**src/rtl/csr_timer_pkg.sv**
```systemverilog
// Shared register indices and bit positions for the csr_timer CSR block.
package csr_timer_pkg;

    typedef logic [9:0] reg_idx_t;

    localparam reg_idx_t REG_CTRL     = 10'd0;
    localparam reg_idx_t REG_RELOAD   = 10'd1;
    localparam reg_idx_t REG_COUNTER  = 10'd2;
    localparam reg_idx_t REG_STATUS   = 10'd3;
    localparam reg_idx_t REG_PRESCALE = 10'd4;
    localparam reg_idx_t REG_CAPTURE  = 10'd5;

    localparam int unsigned CTRL_W          = 3;
    localparam int unsigned CTRL_EN         = 0;
    localparam int unsigned CTRL_AUTORELOAD = 1;
    localparam int unsigned CTRL_IRQ_EN     = 2;

    localparam int unsigned STAT_W        = 3;
    localparam int unsigned STAT_EVENT    = 0;
    localparam int unsigned STAT_OVERRUN  = 1;
    localparam int unsigned STAT_CAPTURED = 2;

    function automatic logic csr_selected(input logic [13:0] a, input logic [3:0] base);
        return a[13:10] == base;
    endfunction

endpackage

```
**src/rtl/csr_timer_prescaler.sv**
```systemverilog
// Prescale down-counter: emits a one-cycle tick every (prescale+1) cycles while enabled.
module csr_timer_prescaler
    import csr_timer_pkg::*;
#(
    parameter int unsigned PRESCALE_W = 16
) (
    input  logic                  clk,
    input  logic                  rst_n,
    input  logic                  en,
    input  logic [PRESCALE_W-1:0] prescale,
    input  logic                  load,
    input  logic [PRESCALE_W-1:0] load_val,
    output logic                  tick
);

    logic [PRESCALE_W-1:0] pcnt_q;
    logic [PRESCALE_W-1:0] pcnt_d;

    always_comb begin
        pcnt_d = pcnt_q;
        tick   = 1'b0;
        if (!en) begin
            pcnt_d = prescale;
        end else if (pcnt_q == '0) begin
            tick   = 1'b1;
            pcnt_d = prescale;
        end else begin
            pcnt_d = pcnt_q - PRESCALE_W'(1);
        end
        // A PRESCALE write restarts the period with the freshly written value
        if (load) begin
            pcnt_d = load_val;
        end
    end

    always_ff @(posedge clk) begin
        if (!rst_n) begin
            pcnt_q <= '0;
        end else begin
            pcnt_q <= pcnt_d;
        end
    end

endmodule

```
**src/rtl/csr_timer.sv**
```systemverilog
// CSR-bus 32-bit down-counting timer with prescaler, auto-reload and level irq.
// Optional input capture register is enabled by defining CSR_TIMER_CAPTURE_EN.
module csr_timer
    import csr_timer_pkg::*;
#(
    parameter logic [3:0]  csr_addr   = 4'h0,
    parameter int unsigned PRESCALE_W = 16
) (
    input  logic        sys_clk,
    input  logic        sys_rst_n,
    input  logic [13:0] csr_a,
    input  logic        csr_we,
`ifdef CSR_TIMER_CAPTURE_EN
    input  logic        capture_i,
`endif
    input  logic [31:0] csr_di,
    output logic [31:0] csr_do,
    output logic        irq
);

    logic [CTRL_W-1:0]     ctrl_q,     ctrl_d;
    logic [31:0]           reload_q,   reload_d;
    logic [31:0]           counter_q,  counter_d;
    logic [STAT_W-1:0]     status_q,   status_d;
    logic [PRESCALE_W-1:0] prescale_q, prescale_d;
    logic [31:0]           csr_do_q,   csr_do_d;
    logic                  irq_q,      irq_d;

    logic     sel;
    reg_idx_t idx;
    logic     wr_ctrl, wr_reload, wr_counter, wr_status, wr_prescale;
    logic     tick;
    logic     evt;

`ifdef CSR_TIMER_CAPTURE_EN
    logic [31:0] capture_q, capture_d;
    logic        cap_prev_q;
    logic        cap_rise;
    assign cap_rise = capture_i & ~cap_prev_q;
`endif

    assign sel         = csr_selected(csr_a, csr_addr);
    assign idx         = csr_a[9:0];
    assign wr_ctrl     = sel && csr_we && (idx == REG_CTRL);
    assign wr_reload   = sel && csr_we && (idx == REG_RELOAD);
    assign wr_counter  = sel && csr_we && (idx == REG_COUNTER);
    assign wr_status   = sel && csr_we && (idx == REG_STATUS);
    assign wr_prescale = sel && csr_we && (idx == REG_PRESCALE);

    csr_timer_prescaler #(
        .PRESCALE_W (PRESCALE_W)
    ) u_prescaler (
        .clk      (sys_clk),
        .rst_n    (sys_rst_n),
        .en       (ctrl_q[CTRL_EN]),
        .prescale (prescale_q),
        .load     (wr_prescale),
        .load_val (csr_di[PRESCALE_W-1:0]),
        .tick     (tick)
    );

    always_comb begin
        ctrl_d     = ctrl_q;
        reload_d   = reload_q;
        counter_d  = counter_q;
        status_d   = status_q;
        prescale_d = prescale_q;
        csr_do_d   = '0;
        evt        = 1'b0;
`ifdef CSR_TIMER_CAPTURE_EN
        capture_d  = capture_q;
`endif

        if (tick) begin
            if (counter_q != '0) begin
                counter_d = counter_q - 32'd1;
            end else begin
                evt = 1'b1;
                if (ctrl_q[CTRL_AUTORELOAD]) begin
                    counter_d = reload_q;
                end else begin
                    ctrl_d[CTRL_EN] = 1'b0;
                end
            end
        end

        // A CTRL or COUNTER write drops the tick's counter/EN update entirely;
        // the event itself is still recorded in STATUS below.
        if (wr_ctrl || wr_counter) begin
            ctrl_d    = ctrl_q;
            counter_d = counter_q;
        end
        if (wr_ctrl)     ctrl_d     = csr_di[CTRL_W-1:0];
        if (wr_reload)   reload_d   = csr_di;
        if (wr_counter)  counter_d  = csr_di;
        if (wr_prescale) prescale_d = csr_di[PRESCALE_W-1:0];
        if (wr_status)   status_d   = status_q & ~csr_di[STAT_W-1:0];

        // Overrun only when the previous EVENT survives this cycle's W1C
        if (evt) begin
            if (status_d[STAT_EVENT]) begin
                status_d[STAT_OVERRUN] = 1'b1;
            end
            status_d[STAT_EVENT] = 1'b1;
        end

`ifdef CSR_TIMER_CAPTURE_EN
        if (cap_rise) begin
            capture_d               = counter_q;
            status_d[STAT_CAPTURED] = 1'b1;
        end
`endif

        irq_d = status_d[STAT_EVENT] & ctrl_d[CTRL_IRQ_EN];

        if (sel) begin
            case (idx)
                REG_CTRL:     csr_do_d = 32'(ctrl_q);
                REG_RELOAD:   csr_do_d = reload_q;
                REG_COUNTER:  csr_do_d = counter_q;
                REG_STATUS:   csr_do_d = 32'(status_q);
                REG_PRESCALE: csr_do_d = 32'(prescale_q);
`ifdef CSR_TIMER_CAPTURE_EN
                REG_CAPTURE:  csr_do_d = capture_q;
`endif
                default:      csr_do_d = '0;
            endcase
        end
    end

    always_ff @(posedge sys_clk) begin
        if (!sys_rst_n) begin
            ctrl_q     <= '0;
            reload_q   <= '0;
            counter_q  <= '0;
            status_q   <= '0;
            prescale_q <= '0;
            csr_do_q   <= '0;
            irq_q      <= 1'b0;
        end else begin
            ctrl_q     <= ctrl_d;
            reload_q   <= reload_d;
            counter_q  <= counter_d;
            status_q   <= status_d;
            prescale_q <= prescale_d;
            csr_do_q   <= csr_do_d;
            irq_q      <= irq_d;
        end
    end

`ifdef CSR_TIMER_CAPTURE_EN
    always_ff @(posedge sys_clk) begin
        if (!sys_rst_n) begin
            capture_q  <= '0;
            cap_prev_q <= 1'b0;
        end else begin
            capture_q  <= capture_d;
            cap_prev_q <= capture_i;
        end
    end
`endif

    assign csr_do = csr_do_q;
    assign irq    = irq_q;

endmodule
```
**config.mk**
```make
export PLATFORM = sky130hd
export DESIGN_NAME = csr_timer
export DESIGN_NICKNAME = d
export VERILOG_FILES = /design/src/rtl/csr_timer_pkg.sv /design/src/rtl/csr_timer_prescaler.sv /design/src/rtl/csr_timer.sv
export SDC_FILE = /design/constraint.sdc
export NUM_CORES = 1
export LEC_CHECK = 0
export BUFFER_PORTS_ARGS = -buffer_cell sky130_fd_sc_hd__buf_4
export CORE_MARGIN = 2
export CORE_UTILIZATION = 55
export CTS_CLUSTER_DIAMETER = 120
export DETAILED_ROUTE_END_ITERATION = 10
export GPL_ROUTABILITY_DRIVEN = 0
export GPL_TIMING_DRIVEN = 0
export PLACE_DENSITY_LB_ADDON = 0.25
export SLEW_MARGIN = 20
export SYNTH_ARGS = -nofsm -noshare
export SYNTH_HDL_FRONTEND = slang
export SYNTH_SLANG_ARGS = --single-unit
```
**constraint.sdc**
```tcl
create_clock -name sys_clk -period 2.66 [get_ports sys_clk]
set_input_delay 0 -clock sys_clk [delete_from_list [all_inputs] [get_ports sys_clk]]
set_output_delay 0 -clock sys_clk [all_outputs]
set_load 0.1 [all_outputs]
```
==> impl_metrics.csv <==
group,metric,value,unit
finish,multi_input_comb_area,3870,um2
synth,synth_edf_count,0,
global_route,first_global_vias,6949,
pwr,power.combinational.fraction,3.8,%
pwr,power.share.switching,20.3,%
synth,synth.lib_cells_used.distinct,71,
floorplanning,chipHeight,115,um
finish,n_diodes,0,
clocking,clock_latency,440,ps
pwr,cellPowerDensity,572,nW/um2
floorplanning,die_width,115,um
finish,layout.cells.non_filler,1142,
synth,syn-num-nets,900,
synth,ys.flop_type,"sky130_fd_sc_hd__dfxtp_1",
synth,syn-cell-area,6750,um2
global_route,grt_pass1_wl,36600,um
finish,layout.cells.most_common,"sky130_fd_sc_hd__nand2_1",
floorplanning,initial_utilization,56.2,%
routing,finalWirelength,23800,um
clocking,tritoncts.num_buffers,17,
routing,routed.top_layer,"met4",
timing,post-route-min-period,2710,ps
synth,synth.yosys.seq_area_share,40.1,%
routing,routed-wl-met2,10100,um
synth,post_synth_main_area_contributors,"sky130_fd_sc_hd__dfxtp_1, sky130_fd_sc_hd__nand2_1, sky130_fd_sc_hd__a21oi_1, sky130_fd_sc_hd__nor2_1, sky130_fd_sc_hd__o21ai_0",
placed_design,placed_cells_incl_taps,1075,
finish,final.fill_count,965,
critical_path,reg2reg_setup_slack,-50,ps
critical_path,worst_path_required,3040,ps
timing,final_hold_viol_count,0,
critical_path,r2r_cells,6,
routing,vias,7553,
min_path,whs_endpoint,"csr_do[0]",
critical_path,critical_path.max_fanout,7,
flow_run,drv.max_cap_violation_count,0,
min_path,whs_path_depth,4,
pwr,net_switching,1010,uW
synth,yosysWarnings,0,
clocking,h-tree-depth,4,
global_route,grt.overflow.total,0,
timing,worst-slew-pin-transition,805,ps
floorplanning,placement_rows,40,
finish,finish.net_count,1035,
finish,drive_gt1_share,16.9,%
timing,layout_worst_path_cycle_share,102,%
routing,routed_length_per_placed_instance,20.8,um
finish,syn_to_final_growth,29.2,%
routing,wl_met3,2840,um
routing,post_detailed_route_via_to_cell_ratio,6.61,
finish,finish.utilization,72.6,%
clocking,tritoncts_num_sinks,135,
global_route,grt_usage,36.0,%
critical_path,timing.critical_path.arrival,3090,ps
pwr,peakVddDrop,0.399,mV
run_status,outcome,"complete, but fails checks",
pwr,sequential_fraction_of_design_power,40.6,%
global_route,antenna_found_initial,0,
timing,final.setup.tns,-47.9,ps
critical_path,worstSetupEndpointType,"flip-flop",
critical_path,timing.rr.start,"counter_q[15]",
clocking,cts_tree,"yes",
min_path,worstHoldPathType,"primary input to flip-flop",
routing,drt_first_iter_violations,1266,
routing,final_ant_viol_nets,0,
clocking,cts_root_buf,"sky130_fd_sc_hd__clkbuf_16",
critical_path,worstSetupStartpointType,"flip-flop",
clocking,clock_path_buffers,2,
routing,drc,0,
synth,synth_cells,847,
routing,m1_wl,9560,um
pwr,intPower,3970,uW
synth,proportion_of_synthesized_flip_flops_having_asynchronous_set_or_reset,0,%
clocking,clkTransAtPathRegs,60,ps
floorplanning,design.die.area,13200,um2
floorplanning,area_inside_the_core_boundary,12000,um2
timing,fmax,369,MHz
finish,highest_count_cells_in_the_layout_ignoring_fill_and_taps,"sky130_fd_sc_hd__nand2_1, sky130_fd_sc_hd__dfxtp_1, sky130_fd_sc_hd__a21oi_1",
floorplanning,boundaryPins,82,
finish,regArea,2710,um2
timing,finalWorstSetupSlack,-47.9,ps
timing,slew_violations,0,
pwr,leakage,0.00322,uW
placed_design,buffer_ports.inserted,81,
critical_path,setup.worst_path.class,"flip-flop to flip-flop",
timing,relSlewSlack,46.2,%
min_path,min_from,"csr_a[4]",
synth,synthDominantAreaCellType,"sky130_fd_sc_hd__dfxtp_1",
synth,ys_seq_elements,135,
global_route,grt_max_degree,17,
timing,setup_viol_count_final,1,
timing,timing.clock.skew,14.8,ps
critical_path,timing.rr.end,"counter_q[27]",
placed_design,hpwlAfterDp,16000,um
routing,firstDrtPassIters,6,
run_status,failed_checks,"setup timing",
pwr,clock_power_share,55.6,%
pwr,total_power,4990,uW
synth,avgSynthCellArea,7.96,um2
synth,synth.top_cell.area_share,40.1,%
[per-stage QoR]
step | worst slack, ps | area (um2) | hold slack, ps
2_1_floorplan | 375 | 6750 | 87.0
3_3_place_gp | -93.8 | 7540 | 232
3_5_place_dp | -133 | 7540 | 239
4_1_cts | -44.9 | 8610 | 6.36
5_1_grt | -21.3 | 8710 | 58.2
6_report | -47.9 | 8710 | 2.78
[how the worst max path moves through the flow]
| stage | startpoint | endpoint | slack (ps) | cells past startpoint |
|---|---|---|---|---|
| floorplan | counter_q[0] | counter_q[31] | 380 | 9 |
| detailed placement | counter_q[25] | ctrl_q[0] | -130 | 7 |
| CTS | u_prescaler.pcnt_q[10] | counter_q[14] | -40 | 6 |
| global route | counter_q[15] | counter_q[27] | -20 | 6 |
| finish | counter_q[15] | counter_q[27] | -50 | 6 |
| global placement | counter_q[25] | ctrl_q[0] | -90 | 7 |
[critical path, stage by stage (launching register included)]
cell and delay [ps]:
sky130_fd_sc_hd__dfxtp_1 390, sky130_fd_sc_hd__nor3_1 590, sky130_fd_sc_hd__nand3_1 420, sky130_fd_sc_hd__or2_1 380
sky130_fd_sc_hd__or4_1 400, sky130_fd_sc_hd__a311oi_1 310, sky130_fd_sc_hd__o22a_1 160
[repair_timing]
| action | CTS | global route |
|---|---|---|
| pin swaps | 0 | 2 |
| endpoints found under the hold margin | 104 | 0 |
| setup buffers | 0 | 3 |
| gates resized for setup | 8 | 21 |
| hold buffers | 33 | 0 |
| setup endpoints to repair | 19 | 32 |
[synth_stat cells, types with 5 or more instances]
cell type                    n
sky130_fd_sc_hd__o21ai_0    39
sky130_fd_sc_hd__or3_1       5
sky130_fd_sc_hd__clkbuf_1   42
sky130_fd_sc_hd__o31ai_1     8
sky130_fd_sc_hd__or4_1       9
sky130_fd_sc_hd__dfxtp_1   135
sky130_fd_sc_hd__a222oi_1   13
sky130_fd_sc_hd__o22ai_1    15
sky130_fd_sc_hd__a211oi_1    5
sky130_fd_sc_hd__and3_1      6
sky130_fd_sc_hd__nand4_1     9
sky130_fd_sc_hd__nor3_1     18
sky130_fd_sc_hd__o21ai_1    11
sky130_fd_sc_hd__xnor2_1     8
sky130_fd_sc_hd__xor2_1     12
sky130_fd_sc_hd__mux2i_1     6
sky130_fd_sc_hd__nand3_1    12
sky130_fd_sc_hd__a22oi_1    21
sky130_fd_sc_hd__and2_1      7
sky130_fd_sc_hd__nand2_1   156
sky130_fd_sc_hd__o21bai_1    6
sky130_fd_sc_hd__a31oi_1    12
sky130_fd_sc_hd__a22o_1      6
sky130_fd_sc_hd__nor2_1     68
sky130_fd_sc_hd__buf_2      12
sky130_fd_sc_hd__inv_1       9
sky130_fd_sc_hd__a21oi_1    90
sky130_fd_sc_hd__nor4_1     19
[power by group through the flow]
stage / clock network (uW) / registers, uW / logic [uW]
global placement: 0 / 2070 / 144
detailed placement: 0 / 2070 / 144
finish: 2770 / 2020 / 191
floorplan: 0 / 2070 / 42.4
CTS: 2760 / 2020 / 184
global route: 2850 / 2020 / 200
[routing by layer]
metal / vias to the layer above / track usage (%)
met2: 610 / 52.6
met3: 109 / 8.22
li1: 3391 / -
met4: 0 / 21.1
met5: - / 0
met1: 3443 / 48.9
[cell type report]
cell class                 count  area share, %
buffer                        57           2.94
sequential                   135           31.0
tap                          147           2.11
timing repair buffer         117           11.0
clock buffer                  21           5.51
multi-input combinational    644           44.5
clock inverter                11           2.48
inverter                      10          0.431
[registers in the layout (all words and copies together) (netlist names)]
register	count
csr_do	32
u_prescaler.pcnt_q	16
reload_q	32
status_q	3
irq	1
prescale_q	16
ctrl_q	3
counter_q	32
[cells by family (layout without fill, tap and decap cells)]
group           count (synthesis)  count (layout)  synth area share [%]
buf+inv                        68             216                  4.34
mux                             7               7                  1.11
compound gates                272             272                  26.0
simple gates                  341             341                  25.1
xor+xnor                       20              20                  2.60
flops                         135             135                  40.1
fa+ha+maj                       4               4                 0.742
Power figures use the tool's default switching activity.
